<file path="config.mk">
export PLATFORM = sky130hd
export DESIGN_NAME = quad_decoder
export DESIGN_NICKNAME = d
export VERILOG_FILES = /design/src/rtl/quad_decoder.sv
export SDC_FILE = /design/constraint.sdc
export NUM_CORES = 1
export LEC_CHECK = 0
export CAP_MARGIN = 20
export CORE_ASPECT_RATIO = 0.75
export CORE_UTILIZATION = 40
export CTS_CLUSTER_DIAMETER = 50
export CTS_CLUSTER_SIZE = 40
export DETAILED_ROUTE_END_ITERATION = 10
export PLACE_DENSITY_LB_ADDON = 0.1
export SLEW_MARGIN = 20
export SYNTH_ARGS = -nofsm -noshare
export SYNTH_HDL_FRONTEND = slang
export SYNTH_SLANG_ARGS = --single-unit
</file>
<file path="constraint.sdc">
create_clock -name clk -period 3.55 [get_ports clk]
set_input_delay 0.71 -clock clk [delete_from_list [all_inputs] [get_ports clk]]
set_output_delay 0.71 -clock clk [all_outputs]
set_load 0.1 [all_outputs]
</file>
<file path="src/rtl/quad_decoder.sv">
// Quadrature encoder decoder: synchronizes qa/qb, decodes Gray-code steps into a
// WIDTH-bit position with clear/load/count-enable. Optional filter: QUAD_DECODER_GLITCH_FILTER_EN.
module quad_decoder #(
  parameter int WIDTH       = 8,
  parameter int SYNC_STAGES = 2,
  parameter int FILT_LEN    = 3
) (
  input  logic             clk,
  input  logic             rst_n,
  input  logic             qa,
  input  logic             qb,
  input  logic             clear,
  input  logic             load,
  input  logic [WIDTH-1:0] datain,
  input  logic             counten,
  output logic [WIDTH-1:0] out,
  output logic             dir,
  output logic             step,
  output logic             err,
  output logic             wrap
);

  localparam int SYNC_N = (SYNC_STAGES < 2) ? 2 : SYNC_STAGES;
`ifdef QUAD_DECODER_GLITCH_FILTER_EN
  localparam int FILT_CYC = (FILT_LEN < 1) ? 1 : FILT_LEN;
`else
  localparam int FILT_CYC = 0 * FILT_LEN;
`endif
  // Priming spans the whole pin-to-ab pipeline so reset values never get decoded.
  localparam int PRIME_CYC = SYNC_N + FILT_CYC + 1;
  localparam int PW        = $clog2(PRIME_CYC + 1);

  // Maps a Gray phase pair onto its position in the forward cycle 00,01,11,10.
  function automatic logic [1:0] gray_pos(input logic [1:0] p);
    return {p[1], p[1] ^ p[0]};
  endfunction

  logic [1:0]       sync_q [SYNC_N];
  logic [1:0]       ab_s;
  logic [1:0]       prev_ab_q, prev_ab_d;
  logic [PW-1:0]    prime_cnt_q, prime_cnt_d;
  logic [1:0]       delta_s;
  logic             primed_s;
  logic             up_s, dn_s, bad_s;
  logic [WIDTH-1:0] out_q, out_d;
  logic             dir_q, dir_d;
  logic             step_q, step_d;
  logic             err_q, err_d;
  logic             wrap_q, wrap_d;

  // Pin synchronizer chain.
  always_ff @(posedge clk or negedge rst_n) begin
    if (!rst_n) begin
      for (int i = 0; i < SYNC_N; i++) sync_q[i] <= 2'b00;
    end else begin
      sync_q[0] <= {qa, qb};
      for (int i = 1; i < SYNC_N; i++) sync_q[i] <= sync_q[i-1];
    end
  end

`ifdef QUAD_DECODER_GLITCH_FILTER_EN
  localparam int CW = $clog2(FILT_CYC + 1);

  logic [1:0]    cand_q;
  logic [1:0]    ab_filt_q;
  logic [CW-1:0] fcnt_q;

  // Accepts a candidate pair only after it has been stable for FILT_CYC samples.
  always_ff @(posedge clk or negedge rst_n) begin
    if (!rst_n) begin
      cand_q    <= 2'b00;
      ab_filt_q <= 2'b00;
      fcnt_q    <= CW'(FILT_CYC);
    end else if (sync_q[SYNC_N-1] != cand_q) begin
      cand_q <= sync_q[SYNC_N-1];
      fcnt_q <= CW'(1);
      if (FILT_CYC == 1) ab_filt_q <= sync_q[SYNC_N-1];
    end else if (fcnt_q < CW'(FILT_CYC)) begin
      fcnt_q <= fcnt_q + CW'(1);
      if (fcnt_q == CW'(FILT_CYC - 1)) ab_filt_q <= cand_q;
    end
  end

  assign ab_s = ab_filt_q;
`else
  assign ab_s = sync_q[SYNC_N-1];
`endif

  assign primed_s = (prime_cnt_q == PW'(PRIME_CYC));
  assign delta_s  = gray_pos(ab_s) - gray_pos(prev_ab_q);

  // Classifies the phase movement since the previous sample.
  always_comb begin
    up_s  = 1'b0;
    dn_s  = 1'b0;
    bad_s = 1'b0;
    if (primed_s) begin
      case (delta_s)
        2'd1:    up_s  = 1'b1;
        2'd3:    dn_s  = 1'b1;
        2'd2:    bad_s = 1'b1;
        default: bad_s = 1'b0;
      endcase
    end else begin
      bad_s = 1'b0;
    end
  end

  // Position update: clear beats load beats a counted step.
  always_comb begin
    prev_ab_d   = ab_s;
    prime_cnt_d = prime_cnt_q;
    out_d       = out_q;
    dir_d       = dir_q;
    step_d      = 1'b0;
    err_d       = bad_s;
    wrap_d      = 1'b0;
    if (!primed_s) begin
      prime_cnt_d = prime_cnt_q + PW'(1);
    end else begin
      prime_cnt_d = prime_cnt_q;
    end
    if (clear) begin
      out_d = {WIDTH{1'b0}};
    end else if (load) begin
      out_d = datain;
    end else if (counten && up_s) begin
      out_d  = out_q + WIDTH'(1);
      dir_d  = 1'b1;
      step_d = 1'b1;
      wrap_d = (out_q == {WIDTH{1'b1}});
    end else if (counten && dn_s) begin
      out_d  = out_q - WIDTH'(1);
      dir_d  = 1'b0;
      step_d = 1'b1;
      wrap_d = (out_q == {WIDTH{1'b0}});
    end else begin
      out_d = out_q;
    end
  end

  // State and registered outputs.
  always_ff @(posedge clk or negedge rst_n) begin
    if (!rst_n) begin
      prev_ab_q   <= 2'b00;
      prime_cnt_q <= {PW{1'b0}};
      out_q       <= {WIDTH{1'b0}};
      dir_q       <= 1'b0;
      step_q      <= 1'b0;
      err_q       <= 1'b0;
      wrap_q      <= 1'b0;
    end else begin
      prev_ab_q   <= prev_ab_d;
      prime_cnt_q <= prime_cnt_d;
      out_q       <= out_d;
      dir_q       <= dir_d;
      step_q      <= step_d;
      err_q       <= err_d;
      wrap_q      <= wrap_d;
    end
  end

  assign out  = out_q;
  assign dir  = dir_q;
  assign step = step_q;
  assign err  = err_q;
  assign wrap = wrap_q;

endmodule

</file>
; Word level (Yosys, flattened, before mapping)
; Cells that the tools add are included.
[classes]
muxes = 20
div = 0
reduce_logical = 6
n_bitwise = 4
n_eq_ne = 5
addsub = 4
mul = 0
shift = 0
magnitude_cmp = 0
[op_table]
columns = operator, n
row1 = $mux 8, 4
row2 = $mux 1, 16
row3 = $add 8x1->8 const B, 1
row4 = $eq 8x8->1 const B, 1
row5 = $logic_not 8->1, 1
row6 = $sub 8x1->8 const B, 1
row7 = $eq 2x2->1 const B, 3
row8 = $reduce_bool 4->1, 1
row9 = $reduce_and 3->1, 1
row10 = $add 2x1->2 const B, 1
row11 = $eq 2x1->1 const B, 1
row12 = $logic_and 1x1->1, 2
row13 = $not 1->1, 2
row14 = $reduce_bool 2->1, 1
row15 = $sub 2x2->2, 1
row16 = $xor 1x1->1, 2
[totals]
mem_count = 0
mem_bits_ro = 0
ff_bits = 20
ramBits = 0
latchBits = 0

; Depth between registers and ports, before layout
[logic_depth]
depth_word = 10
depth_mapped = 10
mapped_depth_nobuf = 10

; Least setup slack after synthesis
; OpenSTA, ideal clock, no wires.
[synth_timing]
path_kind = reg2reg
from = register prev_ab_q[1]
to = register out_q[6], in the netlist out[6]
slack_ps = 1024
stages_incl_launch_ff = 11
path_buffers = 0
arrival_time_ps = 2396
synth_period_minus_slack_ps = 2526
required_ps = 3420
path_cell_list = dfrtp_1 xor2_1 ha_1 nand3b_4 or2_4 fa_1 a21o_1 a211oi_1 o21bai_1 xnor2_1 a21oi_1
[synth_between]
elab_chain_cells = 9
[synth_lines]
columns = element, line_no
row1 = start: declaration, 40  ; logic [1:0] prev_ab_q, prev_ab_d;
row2 = start signal: assignment, 153  ; prev_ab_q <= prev_ab_d;
row3 = $xor 1x1->1, 35  ; return {p[1], p[1] ^ p[0]};
row4 = $sub 2x2->2 *, 90  ; assign delta_s = gray_pos(ab_s) - gray_pos(prev_ab_q);
row5 = $eq 2x1->1, 98  ; case (delta_s)
row6 = $mux 1, 98
row7 = $mux 1, 97  ; if (primed_s) begin
row8 = $logic_and 1x1->1, 127  ; end else if (counten && up_s) begin
row9 = $mux 8, 127
row10 = $mux 8, 125  ; end else if (load) begin
row11 = $mux 8, 123  ; if (clear) begin
row12 = end signal: assignment, 147  ; out_q <= {WIDTH{1'b0}};
row13 = end signal: assignment, 155  ; out_q <= out_d;
row14 = end: declaration, 45  ; logic [WIDTH-1:0] out_q, out_d;
; Every way passes the cells marked *; elsewhere a longest branch is shown, timed or not.
; A chain may end at the register's enable or synchronous reset.

; Worst setup path in the final report
[layout_timing]
from = input counten
to = register out_q[6], in the netlist out[6]
[layout_between]
elab_chain_cells = 4
[layout_lines]
columns = element, line_no
row1 = start: declaration, 15  ; input logic counten,
row2 = $logic_and 1x1->1, 127
row3 = $mux 8, 127
row4 = $mux 8, 125
row5 = $mux 8, 123
; Several ways; a longest one is shown, not always the timed one.

==> summary.txt <==
Logic synthesis
  – FFs w/ async S/R, synth: 100%
  – Number of enable flip-flop cells after synthesis: 0
  – Top FF cell, synth: dfrtp_1
  – Commonest cells in the netlist: dfrtp_1, a21oi_1, ha_1, nor2_1, xnor2_1
  – Area leader, netlist: dfrtp_1
  – Syn. warnings: 0
  – Post-synthesis cell count: 111
  – Synthesized area: 1170 um^2
  – Syn Nets: 136
  – Cell with the most instances after synthesis: dfrtp_1
  – Top cells by area, synth: dfrtp_1, ha_1, a21oi_1
  – Yosys top cell area share: 42.8%
  – Syn_area_per_cell: 10.5 um^2
  – Synth Register Bits: 20
  – Yosys cell types: 34
  – Sequential share of the synthesized area: 42.8%

Global route
  – Vias in the first global route: 874
  – Grt ovf: 0
  – Largest net degree at the start of global routing: 21
  – Total GRT Usage: between 15 and 20%
  – Initial antenna violation count: 0
  – First-pass GRT wire length: around 4.1 mm

Timing
  – Unrepaired setup endpoints after global routing: false
  – Clk_skew: 3.94 ps
  – Setup Viol. Count Final: 0
  – Post-route setup slack: 812 ps
  – Final Max Tran Viols: 0
  – Slew headroom: 35.1%
  – Final Hold Violating Endpoints: 0
  – Worst-margin pin slew: 970 ps
  – Fmax: 0.365 GHz
  – Final Cycle Share: between 70% and 80%
  – Final setup TNS: 0 ps
  – Crit path time final: 2740 ps

Hold path
  – Hold Path Sink: ab_s[1]
  – Min-Delay Startpoint: sync_q[3]
  – Hold Path Class: reg2reg
  – Worst hold path depth: 0

Setup path
  – Slowest cell on the critical path: clkdlybuf4s50_1
  – Peak fanout along the critical path: 9
  – Worst path cell trace: clkdlybuf4s50_1 > nand3b_4 > or2_4 > fa_1 > a21o_1 > a211oi_1 > o21bai_1 > xnor2_1 > a21oi_1
  – Arrival time worst endpoint: roughly 2900 ps
  – R2r endpoint: out[6]
  – Crit path launch type: primary input
  – Flop2flop setup slack: 840 ps
  – Worst stage delay on the critical path: 520 ps
  – Worst r2r src: prev_ab_q[1]
  – R2R cell count: 10
  – CP required: 3680 ps
  – WS Path Type: in2reg
  – Setup crit end kind: flop

Clocking
  – Max clock buf depth: 2
  – CTS tree: built
  – Clock root buffer: clkbuf_8
  – Latest clock arrival within the worst-skew pair: 250 ps
  – Hold buffers post-CTS: 0
  – CTS H-tree lvls: 1
  – Total clock sinks: 20
  – Postcts setup bufs: 0
  – Num CTS Buffers: 3
  – CTS resizes: 0
  – Register clock-pin slew on the reported worst setup and hold paths: 70 ps

Routing
  – Routed length per placed instance: 13.4 um
  – Vias/cell: 5.09
  – Total routed wirelength: between 2 and 2.5 mm
  – Drt first pass iters: 4
  – DRC: 0
  – DR iter-0 viols: 56
  – Via Count: 880
  – Antenna-violating nets left: 0

Finish
  – Layout Nets: 163
  – Syn-to-layout area delta: 27.5%
  – Share of cells above drive strength 1: 9.49%
  – Ant. Diodes: 0

Floorplan
  – Die Wd: ~64 um
  – Die footprint: between 3000 and 4000 um^2
  – Core area: around 2700 um^2
  – # rows: 16
  – Die height: 48.8 um
  – Top Ports: 27
  – Initial core utilization: a little over two fifths

Place
  – DP Wirelength: 1.78 mm
  – Pre-CTS WS: 565 ps
  – Placer Congestion: 0.976
  – Port buffer count: 26

Power and ir drop
  – Static Leak: 0.642 nW
  – Pwr per Cell Area: 523 nW/um^2
  – Maximum VDD drop: 0.200 mV

Run status
  – Status: completed

Run
  – Max-cap check violation count: 0
==> report_power, final <==
group | internal [mW] | total [mW] | switching (mW)
Clock | 0.0985 | 0.169 | 0.0704
Sequential | 0.247 | 0.268 | 0.0204
Combinational | 0.124 | 0.344 | 0.219
==> per-stage QoR <==
| step | total power, mW | hold WS [ps] | std cells | utilization, % | instance area (um^2) |
|---|---|---|---|---|---|
| 2_1_floorplan | 0.537 | 331 | 111 | - | 1170 |
| 3_3_place_gp | 0.613 | 333 | 169 | 53.5 | 1440 |
| 3_5_place_dp | 0.615 | 340 | 169 | 53.5 | 1440 |
| 4_1_cts | 0.790 | 358 | 173 | 55.6 | 1490 |
| 5_1_grt | 0.830 | 366 | 173 | 55.6 | 1490 |
| 6_report | 0.780 | 355 | 173 | 55.6 | 1490 |
==> metal layers <==
layer,vias up,track usage (%),share of wire (%)
met1,406,24.5,50
li1,447,-,-
met2,25,26.0,43
met3,2,5.61,6.2
met4,0,3.33,0.47
met5,-,0,0
==> state kept, by name (all words and copies together) (netlist names) <==
name and count:
sync_q 2, err 1, prime_cnt_q 2, dir 1, wrap 1, prev_ab_q 2
step 1, ab_s 2, out 8
==> worst max-delay path by stage <==
stage | from | to | slack, ps
after floorplan | prev_ab_q[1] | out[6] | 1020
after global placement | counten | out[6] | 580
after detailed placement | counten | out[6] | 570
after CTS | counten | out[6] | 830
after global routing | prev_ab_q[1] | out[6] | 640
final | counten | out[6] | 810
==> critical path, delay by kind of cell <==
kind            cells  cell delay, ps
xor+xnor            1             140
fa+ha+maj           1             420
compound gates      4             650
simple gates        2             440
buf+inv             1             520
==> cells by family after synthesis <==
group	share of synthesized area, %
AOI/OAI and AO/OA	16.8
xor gates and xnor gates	11.0
and+or+nand+nor	13.4
buffers and inverters	3.64
adders and majority gates	11.3
DFF	42.8
muxes	0.964
==> area by class of cell <==
class	instances	area (um^2)
Tap cell	36	45.0
Fill cell	240	1190
Inverter	3	11.3
Clock buffer	4	55.1
Timing Repair Buffer	26	253
Sequential cell	20	500
Multi-Input combinational cell	84	626
==> cells in the final DEF, fill, tap and decap left out, drive strengths merged, types with 3 or more instances in the layout <==
cell type and count:
buf 3, o21ai 4, inv 3, nand2 7
clkdlybuf4s50 23, nor2 9, ha 9, a21oi 16
xnor2 10, clkbuf 4, dfrtp 20
(Power assumes the default switching activity.)
